## src/rtl/m_code_acquire.sv

```systemverilog
// Serial-search acquisition of the 11-stage M-code: correlates a local replica against chip_in, slipping one chip per failed dwell.
// Latency: lock/fail/corr_val update on the clock after the chip boundary that closes a dwell; shift_pulse on the first SLIP cycle.
// Backpressure: none; chip_in is consumed every clock and start is ignored outside IDLE and FAIL.
module m_code_acquire #(
  parameter int          CHIP_CLKS = 3052,
  parameter int          CORR_LEN  = 2047,
  parameter int          THRESH    = 1900,
  parameter int          MAX_SLIPS = 2047,
  parameter logic [10:0] SEED      = 11'b01010101010
) (
  input  logic                            clk,
  input  logic                            rst,
  input  logic                            start,
  input  logic                            chip_in,
  output logic                            local_code,
  output logic                            chip_strobe,
  output logic                            shift_pulse,
  output logic                            locked,
  output logic                            fail,
  output logic [$clog2(CORR_LEN+1)-1:0]   corr_val,
  output logic [11:0]                     slip_count
);

  localparam int CW = (CHIP_CLKS > 1) ? $clog2(CHIP_CLKS) : 1;
  localparam int AW = $clog2(CORR_LEN + 1);

  localparam logic [CW-1:0] CNT_LAST  = CW'(CHIP_CLKS - 1);
  localparam logic [CW-1:0] CNT_MID   = CW'(CHIP_CLKS / 2);
  localparam logic [AW-1:0] LEN       = AW'(CORR_LEN);
  localparam logic [AW-1:0] THR       = AW'(THRESH);
  localparam logic [11:0]   LAST_SLIP = 12'(MAX_SLIPS - 1);
  localparam logic [11:0]   SLIP_SAT  = 12'hFFF;

  typedef enum logic [2:0] {
    IDLE   = 3'd0,
    DWELL  = 3'd1,
    SLIP   = 3'd2,
    LOCKED = 3'd3,
    FAIL   = 3'd4
  } state_t;

  state_t state;
  state_t state_n;

  logic [CW-1:0] chip_cnt;
  logic [10:0]   lfsr_q;
  logic [AW-1:0] agree;
  logic [AW-1:0] samp_idx;

  logic start_go;
  logic running;
  logic tracking;
  logic boundary;
  logic sample_pt;
  logic dwell_end;
  logic pass;
  logic feedback;

  // Start is only honoured when the searcher is parked.
  assign start_go  = start && ((state == IDLE) || (state == FAIL));
  // The chip clock runs in every active state, including SLIP so the freeze lasts exactly one chip.
  assign running   = (state == DWELL) || (state == SLIP) || (state == LOCKED);
  // Accumulation, LFSR advance and chip_strobe happen only while correlating.
  assign tracking  = (state == DWELL) || (state == LOCKED);
  assign boundary  = running && (chip_cnt == CNT_LAST);
  assign sample_pt = tracking && (chip_cnt == CNT_MID);
  // The dwell closes on the first boundary after the final sample has been taken.
  assign dwell_end = tracking && boundary && (samp_idx == LEN);
  assign pass      = (agree >= THR);
  assign feedback  = lfsr_q[10] ^ lfsr_q[9] ^ lfsr_q[8] ^ lfsr_q[7] ^ lfsr_q[6] ^ lfsr_q[0];

  // State register.
  always_ff @(posedge clk) begin
    if (rst) begin
      state <= IDLE;
    end else begin
      state <= state_n;
    end
  end

  // Next-state decision: dwell results steer DWELL/LOCKED, SLIP lasts one chip period.
  always_comb begin
    state_n = state;
    unique case (state)
      IDLE, FAIL: begin
        if (start) state_n = DWELL;
      end
      DWELL: begin
        if (dwell_end) begin
          if (pass)                          state_n = LOCKED;
          else if (slip_count == LAST_SLIP)  state_n = FAIL;
          else                               state_n = SLIP;
        end
      end
      LOCKED: begin
        if (dwell_end && !pass) state_n = SLIP;
      end
      SLIP: begin
        if (boundary) state_n = DWELL;
      end
      default: state_n = IDLE;
    endcase
  end

  // Chip timing, replica LFSR, agreement accumulation and dwell bookkeeping.
  always_ff @(posedge clk) begin
    if (rst) begin
      chip_cnt   <= '0;
      lfsr_q     <= SEED;
      local_code <= 1'b0;
      agree      <= '0;
      samp_idx   <= '0;
      corr_val   <= '0;
      slip_count <= '0;
    end else if (start_go) begin
      chip_cnt   <= '0;
      lfsr_q     <= SEED;
      local_code <= SEED[10];
      agree      <= '0;
      samp_idx   <= '0;
      slip_count <= '0;
    end else if (running) begin
      chip_cnt <= boundary ? '0 : chip_cnt + 1'b1;
      if (sample_pt) begin
        if ((chip_in == lfsr_q[10]) && (agree != LEN)) agree <= agree + 1'b1;
        if (samp_idx != LEN) samp_idx <= samp_idx + 1'b1;
      end
      if (tracking && boundary) begin
        lfsr_q     <= {lfsr_q[9:0], feedback};
        local_code <= lfsr_q[9];
      end
      if (dwell_end) begin
        corr_val <= agree;
        agree    <= '0;
        samp_idx <= '0;
        if (!pass) begin
          if (state == LOCKED)             slip_count <= '0;
          else if (slip_count != SLIP_SAT) slip_count <= slip_count + 1'b1;
        end
      end
    end
  end

  // Registered status flags and one-cycle pulses, all derived from the upcoming state.
  always_ff @(posedge clk) begin
    if (rst) begin
      chip_strobe <= 1'b0;
      shift_pulse <= 1'b0;
      locked      <= 1'b0;
      fail        <= 1'b0;
    end else begin
      chip_strobe <= tracking && boundary;
      shift_pulse <= (state_n == SLIP) && (state != SLIP);
      locked      <= (state_n == LOCKED);
      fail        <= (state_n == FAIL);
    end
  end

endmodule

```

## config.mk

```make
export PLATFORM = sky130hd
export DESIGN_NAME = m_code_acquire
export DESIGN_NICKNAME = d
export VERILOG_FILES = /design/src/rtl/m_code_acquire.sv
export SDC_FILE = /design/constraint.sdc
export NUM_CORES = 1
export LEC_CHECK = 0
export CAP_MARGIN = 0
export CELL_PAD_IN_SITES_DETAIL_PLACEMENT = 0
export CELL_PAD_IN_SITES_GLOBAL_PLACEMENT = 1
export CORE_MARGIN = 2
export CORE_UTILIZATION = 47
export DETAILED_ROUTE_END_ITERATION = 10
export HOLD_SLACK_MARGIN = 0.15
export PLACE_DENSITY_LB_ADDON = 0.1
export SLEW_MARGIN = 10
export SYNTH_ARGS = -nofsm -noshare
export SYNTH_HDL_FRONTEND = slang
export SYNTH_SLANG_ARGS = --single-unit
```

## constraint.sdc

```tcl
create_clock -name clk -period 3.65 [get_ports clk]
set_input_delay 0.73 -clock clk [delete_from_list [all_inputs] [get_ports clk]]
set_output_delay 0.73 -clock clk [all_outputs]
set_load 0.02 [all_outputs]
```

==> impl_metrics.ini <==
[critical_path]
cp.required_ps = 3890
cpMaxStageDelayCell = and2_1
crit_type = flip-flop to flip-flop
arrival_ps = 2870
slowest_delay_ps = 640
startpoint_type = flip-flop
cp_max_fo = 17
end_kind = flip-flop
crit_chain = or4b_4 > nor4_4 > and2_1 > o2111ai_1 > mux2i_1

[sta]
setup_viol = 0
tns_ps = 0
finalHoldViolations = 0
clock_skew_ps = 14.3
fmax_ghz = 0.381
slew_headroom_pct = 36.1
fin_crit_ps = 2620
rsz0062_at_grt = no
tightest_slew_ps = 958
post-route-period-util_pct = 71.9
slew_violations = 0

[finish]
final_common_cell = dfxtp_1
fill_cells = 671
drive_above_1_share_pct = 6.54
diodes = 0
multi_input_comb_area_um2 = 1940
ff_latch_area_um2 = 1500
mostFrequentLayoutCells = dfxtp_1, nand2_1, a21oi_1, clkdlybuf4s50_1, nor2_1
final_net_count = 465
area_growth_pct = 16.8
fin_util_pct = 57.3

[synthesis]
synth.area.mux_share_pct = 1.11
synth_xor_xnor_area_share_pct = 4.62
async_flop_share_pct = 0
ys.flop_type = dfxtp_1
yosysWarnings = 0
synth_cell_type_count = 58
ys_ff_latch = 75
synth_compound_area_share_pct = 15.2
synth_top_family_by_area = simple AND/OR/NAND/NOR gates
synth_fp_nets = 437
synth_fa_ha_area_share_pct = 2.43
yosys.area_share.simple_pct = 30.6
synth_edf_count = 0
ys_seq_area_share_pct = 41.7
synth_area_um2 = 3600
avgSynthCellArea_um2 = 8.45
synth_cells = 426

[global_route]
grt_pass1_vias = 2849
antenna_found_initial = 0
grt_use_total_pct = 19.8
grt_pass1_wl_um = 13500
grt_overflow_total = 0
grt_max_degree = 24

[pwr]
leakage_nw = 1.41
powerDensity_nw_per_um2 = 390
ir_worst_vdd_mv = 0.258
power_mw = 1.64

[route]
wire_per_inst_um = 13.9
routed_wl_um = 7740
vias = 3057
antenna_left = 0
first_iter_violations = 138
drc_errors = 0
via_per_inst = 5.48
drtPass1Iterations = 4

[cts]
cts_max_level = 3
clk_latency_ps = 350
clk_pin_slew_ps = 90
cts_buffer_depth = 2
cts_hold_buf = 0
cts_setup_buffers = 0
ctsRootBufferMaster = clkbuf_8
cts_buffers = 9
cts_tree = yes
post_cts_resize_count = 0
clock_sinks = 75

[placed_design]
dpl.hpwl_um = 5330
place_congestion = 0.859
port_buffers = 31

[job]
max-cap-violations = 0

[status]
status = finished clean

[die]
rows = 31
die_area_um2 = 8370
coreArea_um2 = 7330
die_h_um = 91.5
start_util_pct = 49.1
die_w_um = 91.5
num_io_pins = 32

[hold_path]
hp-class = flip-flop to flip-flop
==> cells by family (layout without fill, tap and decap cells) <==
kind of cell | count (synthesis) | in the layout
and+or+nand+nor | 200 | 200
xor gates and xnor gates | 19 | 19
muxes | 4 | 4
adders and majority gates | 7 | 7
DFF | 75 | 75
AOI/OAI and AO/OA | 89 | 89
buffers and inverters | 32 | 65
==> state kept, by name (all words and copies together) (netlist names) <==
signal,cells
chip_cnt,12
slip_count,12
agree,11
corr_val,11
samp_idx,11
lfsr_q,10
state,3
chip_strobe,1
fail,1
local_code,1
locked,1
shift_pulse,1
==> worst paths after layout <==
check	startpoint	end	slack, ps	cells past startpoint
max	chip_cnt[2]	agree[4]	1030	5
min	corr_val[10]	corr_val[10]	450	2
max reg2reg	chip_cnt[2]	agree[4]	1030	5
min reg2reg	corr_val[10]	corr_val[10]	450	2
==> critical path: cells and delay by family (launching register included) <==
kind	cells	cell delay, ps
DFF	1	380
and+or+nand+nor	3	1730
AOI/OAI and AO/OA	1	250
muxes	1	150
==> area by class of cell <==
type	count	area share, %
well taps	99	2.95
inverters	13	1.16
clock inverters	7	2.77
clock buffers	9	2.95
multi-input cells	319	46.2
flip-flops and latches	75	35.7
repair buffers	36	8.28
==> cells in the mapped netlist (3+ instances only) <==
library cell / number / area share, %
o31ai_1: 4 / 0.83
nor2b_1: 5 / 0.87
nand2_1: 65 / 6.8
buf_4: 4 / 0.83
or4_1: 3 / 0.63
dfxtp_1: 75 / 42
nand3_1: 16 / 2.2
xor2_1: 8 / 1.9
and2_1: 7 / 1.2
nand2b_1: 5 / 0.87
xnor2_1: 11 / 2.7
or4b_1: 4 / 1.1
nor3_1: 3 / 0.42
inv_1: 13 / 1.4
o21ai_0: 18 / 2.5
ha_1: 7 / 2.4
and3_1: 10 / 1.7
mux2i_1: 4 / 1.1
clkbuf_1: 7 / 0.73
nand4_1: 12 / 2.1
nor2_1: 28 / 2.9
and4_1: 6 / 1.5
or3_1: 19 / 3.3
buf_2: 5 / 0.70
a211o_1: 3 / 0.73
a21oi_1: 44 / 6.1
==> metrics by stage <==
step	instance area (µm²)	instances	setup slack, ps	hold slack (ps)
2_1_floorplan	3600	426	1750	432
3_3_place_gp	3960	542	984	439
3_5_place_dp	3960	542	951	443
4_1_cts	4200	558	1040	455
5_1_grt	4200	558	801	466
6_report	4200	558	1030	451
==> power breakdown <==
| part | switching, mW | internal [mW] | leakage [nW] |
|---|---|---|---|
| sequential | 0.00425 | 0.820 | 0.604 |
| clock | 0.315 | 0.453 | 0.119 |
| combinational | 0.0326 | 0.0155 | 0.682 |
==> layer usage <==
metal  up-vias  track usage (%)  share of wire (%)
li1       1573                -                  -
met4         0             8.21                1.7
met3        11             3.07                2.7
met2        42             31.1                 44
met5         -                0                  0
met1      1431             27.1                 51
(Power assumes the default switching activity.)
